**config.mk**
```make
export PLATFORM = sky130hd
export DESIGN_NAME = serial_to_parallel_receiver
export DESIGN_NICKNAME = d
export VERILOG_FILES = /design/src/rtl/serial_rx_pkg.sv /design/src/rtl/sipo_shift_reg.sv /design/src/rtl/serial_to_parallel_receiver.sv
export SDC_FILE = /design/constraint.sdc
export NUM_CORES = 1
export LEC_CHECK = 0
export ABC_AREA = 1
export CELL_PAD_IN_SITES_DETAIL_PLACEMENT = 0
export CELL_PAD_IN_SITES_GLOBAL_PLACEMENT = 1
export CORE_MARGIN = 3
export CORE_UTILIZATION = 31
export DETAILED_ROUTE_END_ITERATION = 7
export PLACE_DENSITY = 0.79
export SYNTH_ARGS = -nofsm -noshare
export SYNTH_HDL_FRONTEND = slang
export SYNTH_SLANG_ARGS = --single-unit
```
**constraint.sdc**
```tcl
create_clock -name Clk -period 1.3 [get_ports Clk]
set_input_delay 0.26 -clock Clk [delete_from_list [all_inputs] [get_ports Clk]]
set_output_delay 0.26 -clock Clk [all_outputs]
set_load 0.05 [all_outputs]
```
**src/rtl/serial_rx_pkg.sv**
```systemverilog
// Shared types and constants for the serial-to-parallel receiver.
// Build option: define PARITY_CHECK_EN to add the even-parity PARITY state.
package serial_rx_pkg;

    localparam int DEFAULT_WIDTH = 4;

`ifdef PARITY_CHECK_EN
    typedef enum logic [1:0] {
        IDLE   = 2'd0,
        DATA   = 2'd1,
        PARITY = 2'd2
    } state_t;
`else
    typedef enum logic {
        IDLE = 1'b0,
        DATA = 1'b1
    } state_t;
`endif

endpackage

```
**src/rtl/sipo_shift_reg.sv**
```systemverilog
// MSB-first serial-in/parallel-out shift register with a first-bit load.
// next_word exposes the value the register takes on the coming edge.
module sipo_shift_reg
    import serial_rx_pkg::*;
#(
    parameter int WIDTH = DEFAULT_WIDTH
) (
    input  logic             Clk,
    input  logic             reset,
    input  logic             shift_en,
    input  logic             load,
    input  logic             Din,
    output logic [WIDTH-1:0] next_word
);

    logic [WIDTH-1:0] sr;

    // NOTE: the default assignment first keeps this block latch-free.
    always_comb begin
        next_word = sr;
        if (shift_en) begin
            next_word = load ? {{(WIDTH-1){1'b0}}, Din} : {sr[WIDTH-2:0], Din};
        end
    end

    // NOTE: sequential state uses non-blocking assignments only.
    always_ff @(posedge Clk) begin
        if (reset) begin
            sr <= '0;
        end else begin
            sr <= next_word;
        end
    end

endmodule

```
**src/rtl/serial_to_parallel_receiver.sv**
```systemverilog
// Serial-to-parallel receiver: bit counter, FSM and handshake flags around sipo_shift_reg.
// Build option: PARITY_CHECK_EN appends an even-parity bit to each word.
module serial_to_parallel_receiver
    import serial_rx_pkg::*;
#(
    parameter int WIDTH = DEFAULT_WIDTH
) (
    input  logic             Clk,
    input  logic             reset,
    input  logic             Din,
    input  logic             shift_en,
    input  logic             ack,
    output logic [WIDTH-1:0] Q,
    output logic             valid,
    output logic             busy,
    output logic             overrun
`ifdef PARITY_CHECK_EN
    ,
    output logic             parity_err
`endif
);

    localparam int CNT_W = (WIDTH > 2) ? $clog2(WIDTH) : 1;
    localparam logic [CNT_W-1:0] LAST_DATA = CNT_W'(WIDTH - 1);

    state_t           state;
    logic [CNT_W-1:0] count;
    logic [WIDTH-1:0] next_word;
    logic             sr_shift;

`ifdef PARITY_CHECK_EN
    // The parity bit is checked, never stored, so the data stays put in PARITY.
    assign sr_shift = shift_en && (state != PARITY);
`else
    assign sr_shift = shift_en;
`endif

    sipo_shift_reg #(.WIDTH(WIDTH)) u_sipo (
        .Clk      (Clk),
        .reset    (reset),
        .shift_en (sr_shift),
        .load     (state == IDLE),
        .Din      (Din),
        .next_word(next_word)
    );

    assign busy = (state != IDLE);

    always_ff @(posedge Clk) begin
        if (reset) begin
            state   <= IDLE;
            count   <= '0;
            Q       <= '0;
            valid   <= 1'b0;
            overrun <= 1'b0;
`ifdef PARITY_CHECK_EN
            parity_err <= 1'b0;
`endif
        end else begin
`ifdef PARITY_CHECK_EN
            parity_err <= 1'b0;
`endif
            // A completing word below overrides this clear (last assignment wins).
            if (ack && valid) begin
                valid <= 1'b0;
            end
            if (shift_en) begin
                case (state)
                    IDLE: begin
                        count <= CNT_W'(1);
                        state <= DATA;
                    end
                    DATA: begin
                        if (count == LAST_DATA) begin
                            count <= '0;
`ifdef PARITY_CHECK_EN
                            state <= PARITY;
`else
                            state <= IDLE;
                            Q     <= next_word;
                            valid <= 1'b1;
                            if (valid && !ack) begin
                                overrun <= 1'b1;
                            end
`endif
                        end else begin
                            count <= count + CNT_W'(1);
                        end
                    end
`ifdef PARITY_CHECK_EN
                    PARITY: begin
                        state <= IDLE;
                        if ((^next_word) ^ Din) begin
                            parity_err <= 1'b1;
                        end else begin
                            Q     <= next_word;
                            valid <= 1'b1;
                            if (valid && !ack) begin
                                overrun <= 1'b1;
                            end
                        end
                    end
`endif
                    default: state <= IDLE;
                endcase
            end
        end
    end

endmodule

```
==> results of run 1 <==
cells in the final DEF, fill, tap and decap left out:
cell type / instances
a21oi_1: 3
buf_12: 7
buf_4: 5
clkbuf_1: 1
clkbuf_4: 3
clkdlybuf4s50_1: 4
dfxtp_1: 12
dfxtp_2: 1
ha_1: 1
inv_1: 15
nand2_1: 21
nand3_1: 4
nor2_1: 7
o21a_1: 1
o21ai_1: 3
or2_0: 1
metal layers:
layer	part of all wire (%)	vias up
li1	-	244
met1	43	198
met5	0	-
met3	7.5	5
met4	3.0	0
met2	46	11
state kept, by name (all words and copies together) (netlist names):
register   flops
u_sipo.sr      4
overrun        1
busy           1
Q              4
count          2
valid          1
worst paths after layout:
path / from / endpoint / slack, ns / cells past startpoint
min reg2reg: count[1] / count[1] / 0.48 / 2
max reg2reg: count[0] / valid / 0.21 / 5
max: Q[0] / Q[0] / 0.21 / 1
min: count[1] / count[1] / 0.48 / 2
metrics by stage:
step           std cells  TNS [ns]
6_report             104         0
5_1_grt              104         0
4_1_cts              104         0
3_5_place_dp         100    -0.233
3_3_place_gp         100    -0.122
2_1_floorplan         69         0
power by group:
part | internal [mW] | total [mW] | switching [mW]
clock | 0.119 | 0.252 | 0.132
combinational | 0.0364 | 0.0720 | 0.0356
sequential | 0.407 | 0.414 | 0.00704
worst register-to-register path, cell delays in order (launching register included):
cell and delay (ns):
dfxtp_1 0.33, ha_1 0.20, nand3_1 0.12, buf_4 0.13
inv_1 0.05, o21a_1 0.16
cells by family (layout without fill, tap and decap cells):
logic type	after synthesis	in the layout	synth area share, %
fa+ha+maj	1	1	2.51
simple gates	33	33	26.4
compound gates	7	7	7.54
flops	13	13	52.3
buf+inv	15	35	11.3
layout make-up:
type / count / area, sq um
Inverter: 15 / 56.3
Sequential cell: 13 / 262
Clock buffer: 4 / 26.3
Tap cell: 15 / 18.8
Timing Repair Buffer: 16 / 218
Fill cell: 143 / 637
Multi-Input combinational cell: 41 / 181
==> impl_metrics.csv, run 1 <==
group,metric,value,unit
clocking,clk_pin_slew_worst_paths,0.08,ns
global_routing,overflow,0,
global_routing,grt_max_degree,8,
logic_synthesis,synth_top_flop_cell,"dfxtp_1",
clocking,cts_buffers,3,
timing,drv_slew,0,
global_routing,grt.busiest_layer,"met2",
finish,stdcell_area,762,sq um
logic_synthesis,synth_seq_cells,13,
route,first_pass_iters,2,
logic_synthesis,ys_top_cells_by_area,"dfxtp_1, nand2_1, inv_1",
finish,final_util,54.5,%
floorplanning,initial_core_util,35.6,%
clocking,cts_setup_buffers,0,
clocking,cts_sinks,13,
logic_synthesis,syn_area,498,sq um
timing,hold_viol_final,0,
place,pre_cts_ws,-0.0447,ns
setup_path,worstPathCellList,"buf_12",
job,cap_viol_max_count,0,
logic_synthesis,postSynthCellCount,69,
place,place_congestion,0.746,
route,drt_iter0_markers,1,
floorplanning,dieHeight,46.1,um
pwr,p_per_area,968,nW/um^2
logic_synthesis,synth-async-reset-ratio,0,%
finish,drive_above_1_share,18.0,%
global_routing,grtUsageMet1,13.4,%
route,antenna_left,0,
floorplanning,rows,13,
clocking,clock_latency,0.28,ns
global_routing,met3_usage,5.86,%
clocking,cts_tree,"yes",
floorplanning,die_area,2120,sq um
global_routing,antenna_found_initial,0,
logic_synthesis,yosys_warnings,0,
finish,synthToLayoutAreaGrowth,53.0,%
route,wire_per_inst,9.59,um
route,route.detailed.drc,0,
global_routing,grt_pass1_wl,1750,um
setup_path,critical_path.top_delay_family,"flip-flops",
timing,finalWorstSetupSlack,0.212,ns
status,outcome,"finished, final reports clean",
logic_synthesis,yosysSeqAreaShare,52.3,%
timing,whs,0.478,ns
logic_synthesis,yosys.area.top_type_share,52.3,%
setup_path,path_class,"flop to output pin",
logic_synthesis,synth_edf_count,0,
logic_synthesis,syn_avg_cell_area,7.22,sq um
finish,diodes,0,
timing,clock_skew,0.00598,ns
logic_synthesis,syn_nets,75,
setup_path,worst-path-buf-inv,1,
route,viasPerCell,4.40,
clocking,clockBufferDepth,2,
clocking,hold_buffers,0,
route,drt-total-wl,997,um
route,vias,458,
setup_path,worstPathMaxFanout,2,
timing,timing.fmax,0.919,GHz
global_routing,grtUsageTotal,12.0,%
timing,max_slew.worst_pin.slew,0.210,ns
logic_synthesis,synth_area_leader_cell,"dfxtp_1",
floorplanning,io_pins,12,
timing,period_share,83.7,%
place,io_buffers,11,
clocking,htree_num_levels,1,
timing,rsz0062_at_grt,"false",
setup_path,slowest_delay,0.40,ns
setup_path,crit_path_top_delay_cell,"dfxtp_1",
pwr,cellLeakagePower,0.357,nW
setup_path,start_kind,"flop",
setup_path,endpoint_kind,"output pin",
global_routing,grt_pass1_vias,409,
place,place_area,736,sq um
clocking,cts_resized,0,
logic_synthesis,yosysMostFrequentCell,"nand2_1",
timing,slew_headroom,86.0,%
pwr,power,0.738,mW
setup_path,crit_arrival,0.83,ns
finish,nNetsFinal,96,
floorplanning,die_x,46.1,um
floorplanning,coreArea,1400,sq um
setup_path,worstPathRequired,1.04,ns
global_routing,use_met2,18.4,%
logic_synthesis,yosysUniqueCellTypes,10,
logic_synthesis,netlist_top_cells_count,"nand2_1, inv_1, dfxtp_1, nor2_1, nand3_1",
pwr,peakVddDrop,540,uV
place,hpwlAfterDp,771,um
min_path,hold_path_class,"flop to flop",
clocking,cts-root-buf,"clkbuf_4",
timing,setup_viol,0,
timing,fin_crit,1.09,ns
Power figures use the tool's default switching activity.
==> run 2, diff against run 1 <==
- CORE_UTILIZATION: 31 -> 28
- PLACE_DENSITY: 0.79 -> 0.75
- clock period: 1.3 -> 1 ns (I/O delays scaled with it)
==> impl_metrics.csv, run 2 (synthesized netlist as in run 1, its figures left out) <==
group,metric,value,unit
clocking,cts_tree,"yes",
global_routing,grt_pass1_vias,483,
global_routing,grtUsageTotal,12.8,%
global_routing,grt_max_degree,8,
finish,nNetsFinal,98,
setup_path,crit_path_top_delay_cell,"dfxtp_4",
floorplanning,io_pins,12,
floorplanning,dieHeight,48.2,um
finish,top_regs,"Q x4, u_sipo.sr x4, count x2",
floorplanning,die_x,48.2,um
timing,finalWorstSetupSlack,-0.0129,ns
finish,n_fill_cell,156,
setup_path,worstPathRequired,0.80,ns
route,wire_per_inst,9.43,um
floorplanning,die_area,2320,sq um
finish,diodes,0,
timing,hold_viol_final,0,
timing,fin_setup_tns,-0.0129,ns
route,first_pass_iters,4,
setup_path,worst-path-buf-inv,1,
finish,drive_above_1_share,39.6,%
pwr,clkPwrFrac,31.8,%
clocking,cts_sinks,13,
pwr,cellLeakagePower,0.375,nW
timing,whs,0.446,ns
pwr,p_sw,0.224,mW
finish,final_common_cell,"nand2_1",
setup_path,worstPathMaxFanout,5,
place,place_inst,110,
global_routing,antenna_found_initial,0,
clocking,clockBufferDepth,2,
setup_path,crit_arrival,0.81,ns
setup_path,start_kind,"flop",
timing,drv_slew,0,
clocking,clk_pin_slew_worst_paths,0.07,ns
place,io_buffers,11,
global_routing,overflow,0,
clocking,htree_num_levels,1,
floorplanning,coreArea,1590,sq um
place,hpwlAfterDp,836,um
pwr,peakVddDrop,885,uV
place,pre_cts_ws,-0.376,ns
job,cap_viol_max_count,0,
pwr,combPwrFrac,12.2,%
timing,max_slew.worst_pin.slew,0.264,ns
route,drt-total-wl,1090,um
route,antenna_left,0,
finish,synthToLayoutAreaGrowth,72.6,%
timing,rsz0062_at_grt,"true",
finish,layout_common_cells,"nand2_1, inv_1, dfxtp_2",
route,drt_iter0_markers,2,
pwr,p_per_area,1130,nW/um^2
timing,clock_skew,0.00164,ns
finish,regArea,274,sq um
floorplanning,rows,14,
clocking,cts_buffers,3,
floorplanning,initial_core_util,31.2,%
setup_path,endpoint_kind,"output pin",
timing,fin_crit,1.01,ns
status,violations,"setup timing",
clocking,clock_latency,0.27,ns
finish,final_cells,115,
clocking,hold_buffers,0,
clocking,cts-root-buf,"clkbuf_4",
timing,period_share,101,%
global_routing,grt_pass1_wl,2010,um
min_path,hold_path_class,"input port to flop",
setup_path,ff2ff_setup_slack,0.02,ns
pwr,swShare,23.1,%
setup_path,worstPathCellList,"buf_12",
route,viasPerCell,4.08,
finish,final_util,53.9,%
setup_path,critical_path.top_delay_family,"flip-flops",
status,outcome,"complete, but fails checks",
route,vias,469,
finish,multi_input_area,238,sq um
setup_path,slowest_delay,0.40,ns
setup_path,path_class,"flop to output pin",
timing,slew_headroom,82.4,%
timing,timing.fmax,0.987,GHz
pwr,p_seq_share,56.0,%
timing,setup_viol,1,
place,place_congestion,0.718,
pwr,intPower,0.744,mW
route,route.detailed.drc,0,
-- run 2: changes by cell type in the layout (fill, tap and decap cells not counted), moves of 2 or more --
cell,before,now
dfxtp_1,12,4
dfxtp_2,1,8
a21oi_1,3,1
a21oi_2,0,2
nand2_1,21,19
nor2_1,7,5
-- run 2: what timing repair did --
item,4_1_cts,5_1_grt
gates resized for setup,18,6
setup endpoints to repair,15,10
setup buffers,1,0
pin swaps,1,1
-- run 2: power groups by stage --
| stage | Clock, mW | Sequential (mW) | Combinational, mW |
|---|---|---|---|
| after detailed placement | 0 | 0.550 | 0.0997 |
| after global placement | 0 | 0.550 | 0.0993 |
| after CTS | 0.319 | 0.542 | 0.111 |
| after floorplan | 0 | 0.557 | 0.0306 |
| final | 0.308 | 0.542 | 0.118 |
| after global routing | 0.361 | 0.544 | 0.132 |
-- run 2: layout make-up --
type                    instances  area share [%]
repair buffers                 18            27.4
multi-input cells              41            27.7
inverters                      15            6.55
clock buffers                   4            3.06
flip-flops and latches         13            31.9
well taps                      24            3.49
-- run 2: metal layers --
layer | GRT usage [%] | part of all wire, % | up-vias
met5 | 0 | 0 | -
met4 | 4.84 | 1.1 | 0
met3 | 5.90 | 5.9 | 2
met2 | 20.6 | 48 | 10
met1 | 14.8 | 45 | 208
li1 | - | - | 249
-- run 2: metrics by stage --
stage	area, sq um	total power [mW]
floorplan	502	0.588
global placement	757	0.649
detailed placement	757	0.650
CTS	840	0.972
global route	860	1.04
finish	860	0.968
-- run 2: final timing paths --
kind             from  endpoint  cells after the start
max              busy      busy                      1
min          shift_en  count[1]                      3
max reg2reg  count[0]  count[0]                      5
min reg2reg      Q[2]      Q[2]                      2
==> run 3, diff against run 2 <==
- CORE_MARGIN: 3 -> 8
==> impl_metrics.csv, run 3 (synthesized netlist as in run 1, its figures left out) <==
group,metric,value,unit
route,drt-total-wl,1080,um
clocking,cts_buffers,3,
place,io_buffers,11,
timing,hold_viol_final,0,
finish,synthToLayoutAreaGrowth,71.9,%
pwr,peakVddDrop,643,uV
global_routing,grt_pass1_vias,426,
place,place_congestion,0.677,
timing,whs,0.468,ns
route,wire_per_inst,9.25,um
timing,rsz0062_at_grt,"true",
finish,drive_above_1_share,37.0,%
status,violations,"setup timing",
timing,finalWorstSetupSlack,-0.00398,ns
setup_path,critical_path.top_delay_family,"flip-flops",
setup_path,start_kind,"flop",
clocking,clk_pin_slew_worst_paths,0.08,ns
clocking,cts_sinks,13,
finish,n_fill_cell,156,
finish,multi_input_area,225,sq um
clocking,hold_buffers,0,
floorplanning,die_x,58.2,um
clocking,cts_tree,"yes",
setup_path,worstPathRequired,0.80,ns
setup_path,worst-path-buf-inv,1,
global_routing,overflow,0,
place,pre_cts_ws,-0.315,ns
pwr,cellLeakagePower,0.376,nW
finish,stdcell_area,856,sq um
min_path,hold_path_class,"flop to flop",
floorplanning,initial_core_util,29.2,%
setup_path,worstPathCellList,"buf_12",
route,vias,466,
global_routing,grt_max_degree,8,
pwr,power,0.978,mW
pwr,p_per_area,1140,nW/um^2
finish,top_regs,"Q x4, u_sipo.sr x4, count x2",
setup_path,crit_arrival,0.80,ns
clocking,htree_num_levels,1,
status,outcome,"complete, but fails checks",
finish,layout_common_cells,"nand2_1, inv_1, dfxtp_2",
floorplanning,io_pins,12,
clocking,cts-root-buf,"clkbuf_4",
finish,nNetsFinal,99,
place,place_area,766,sq um
setup_path,worstPathMaxFanout,4,
timing,setup_viol,1,
setup_path,endpoint_kind,"output pin",
finish,regArea,274,sq um
timing,max_slew.worst_pin.slew,0.215,ns
route,first_pass_iters,4,
timing,timing.fmax,0.996,GHz
timing,drv_slew,0,
route,antenna_left,0,
clocking,clockBufferDepth,2,
place,hpwlAfterDp,833,um
timing,period_share,100,%
finish,final_cells,117,
route,route.detailed.drc,0,
finish,final_common_cell,"nand2_1",
setup_path,path_class,"flop to output pin",
global_routing,grt_pass1_wl,1770,um
global_routing,antenna_found_initial,0,
timing,clock_skew,0.000642,ns
route,viasPerCell,3.98,
floorplanning,dieHeight,58.2,um
finish,diodes,0,
setup_path,crit_path_top_delay_cell,"dfxtp_4",
timing,slew_headroom,85.7,%
floorplanning,die_area,3380,sq um
place,place_inst,112,
clocking,clock_latency,0.27,ns
timing,fin_crit,1.00,ns
floorplanning,coreArea,1710,sq um
route,drt_iter0_markers,12,
setup_path,slowest_delay,0.39,ns
job,cap_viol_max_count,0,
global_routing,grtUsageTotal,6.94,%
floorplanning,rows,15,
## run 3: layer usage
layer,share of wire [%],vias to the layer above,track usage (%)
li1,-,253,-
met4,2.9,0,6.29
met2,45,11,9.71
met5,0,-,0
met3,4.6,4,2.65
met1,47,198,7.91
## run 3: what timing repair did
action / CTS / global route
setup buffers: 1 / 0
gates resized for setup: 15 / 5
endpoints found under the hold margin: 0 / 0
pin swaps: 2 / 1
endpoints found under the setup margin: 15 / 8
## run 3: per-stage QoR
step	setup TNS (ns)	utilization [%]
floorplan	0	-
global placement	-3.36	44.8
CTS	-0.0110	49.1
finish	-0.00398	50.1
detailed placement	-3.55	44.8
global route	-0.0644	50.1
## run 3: path summary, 6_finish.rpt
kind                 start    end  slack (ns)  cells past startpoint
hold reg to reg       Q[3]   Q[3]        0.47                      2
setup / recovery      busy   busy      -0.004                      1
hold / removal        Q[3]   Q[3]        0.47                      2
setup reg to reg  count[0]  valid      -0.004                      5
## run 3: where the power goes
part           leakage [nW]  switching, mW  total (mW)  internal (mW)
Combinational         0.251         0.0540       0.113         0.0593
Clock                0.0150          0.169       0.324          0.155
Sequential            0.110         0.0120       0.541          0.529
## run 3: cell type report
cell class	instances	share of cell area, %
tap	25	3.65
clock buffer	4	3.07
timing repair buffer	19	28.4
inverter	15	6.58
sequential	13	32.0
multi-input combinational	41	26.3
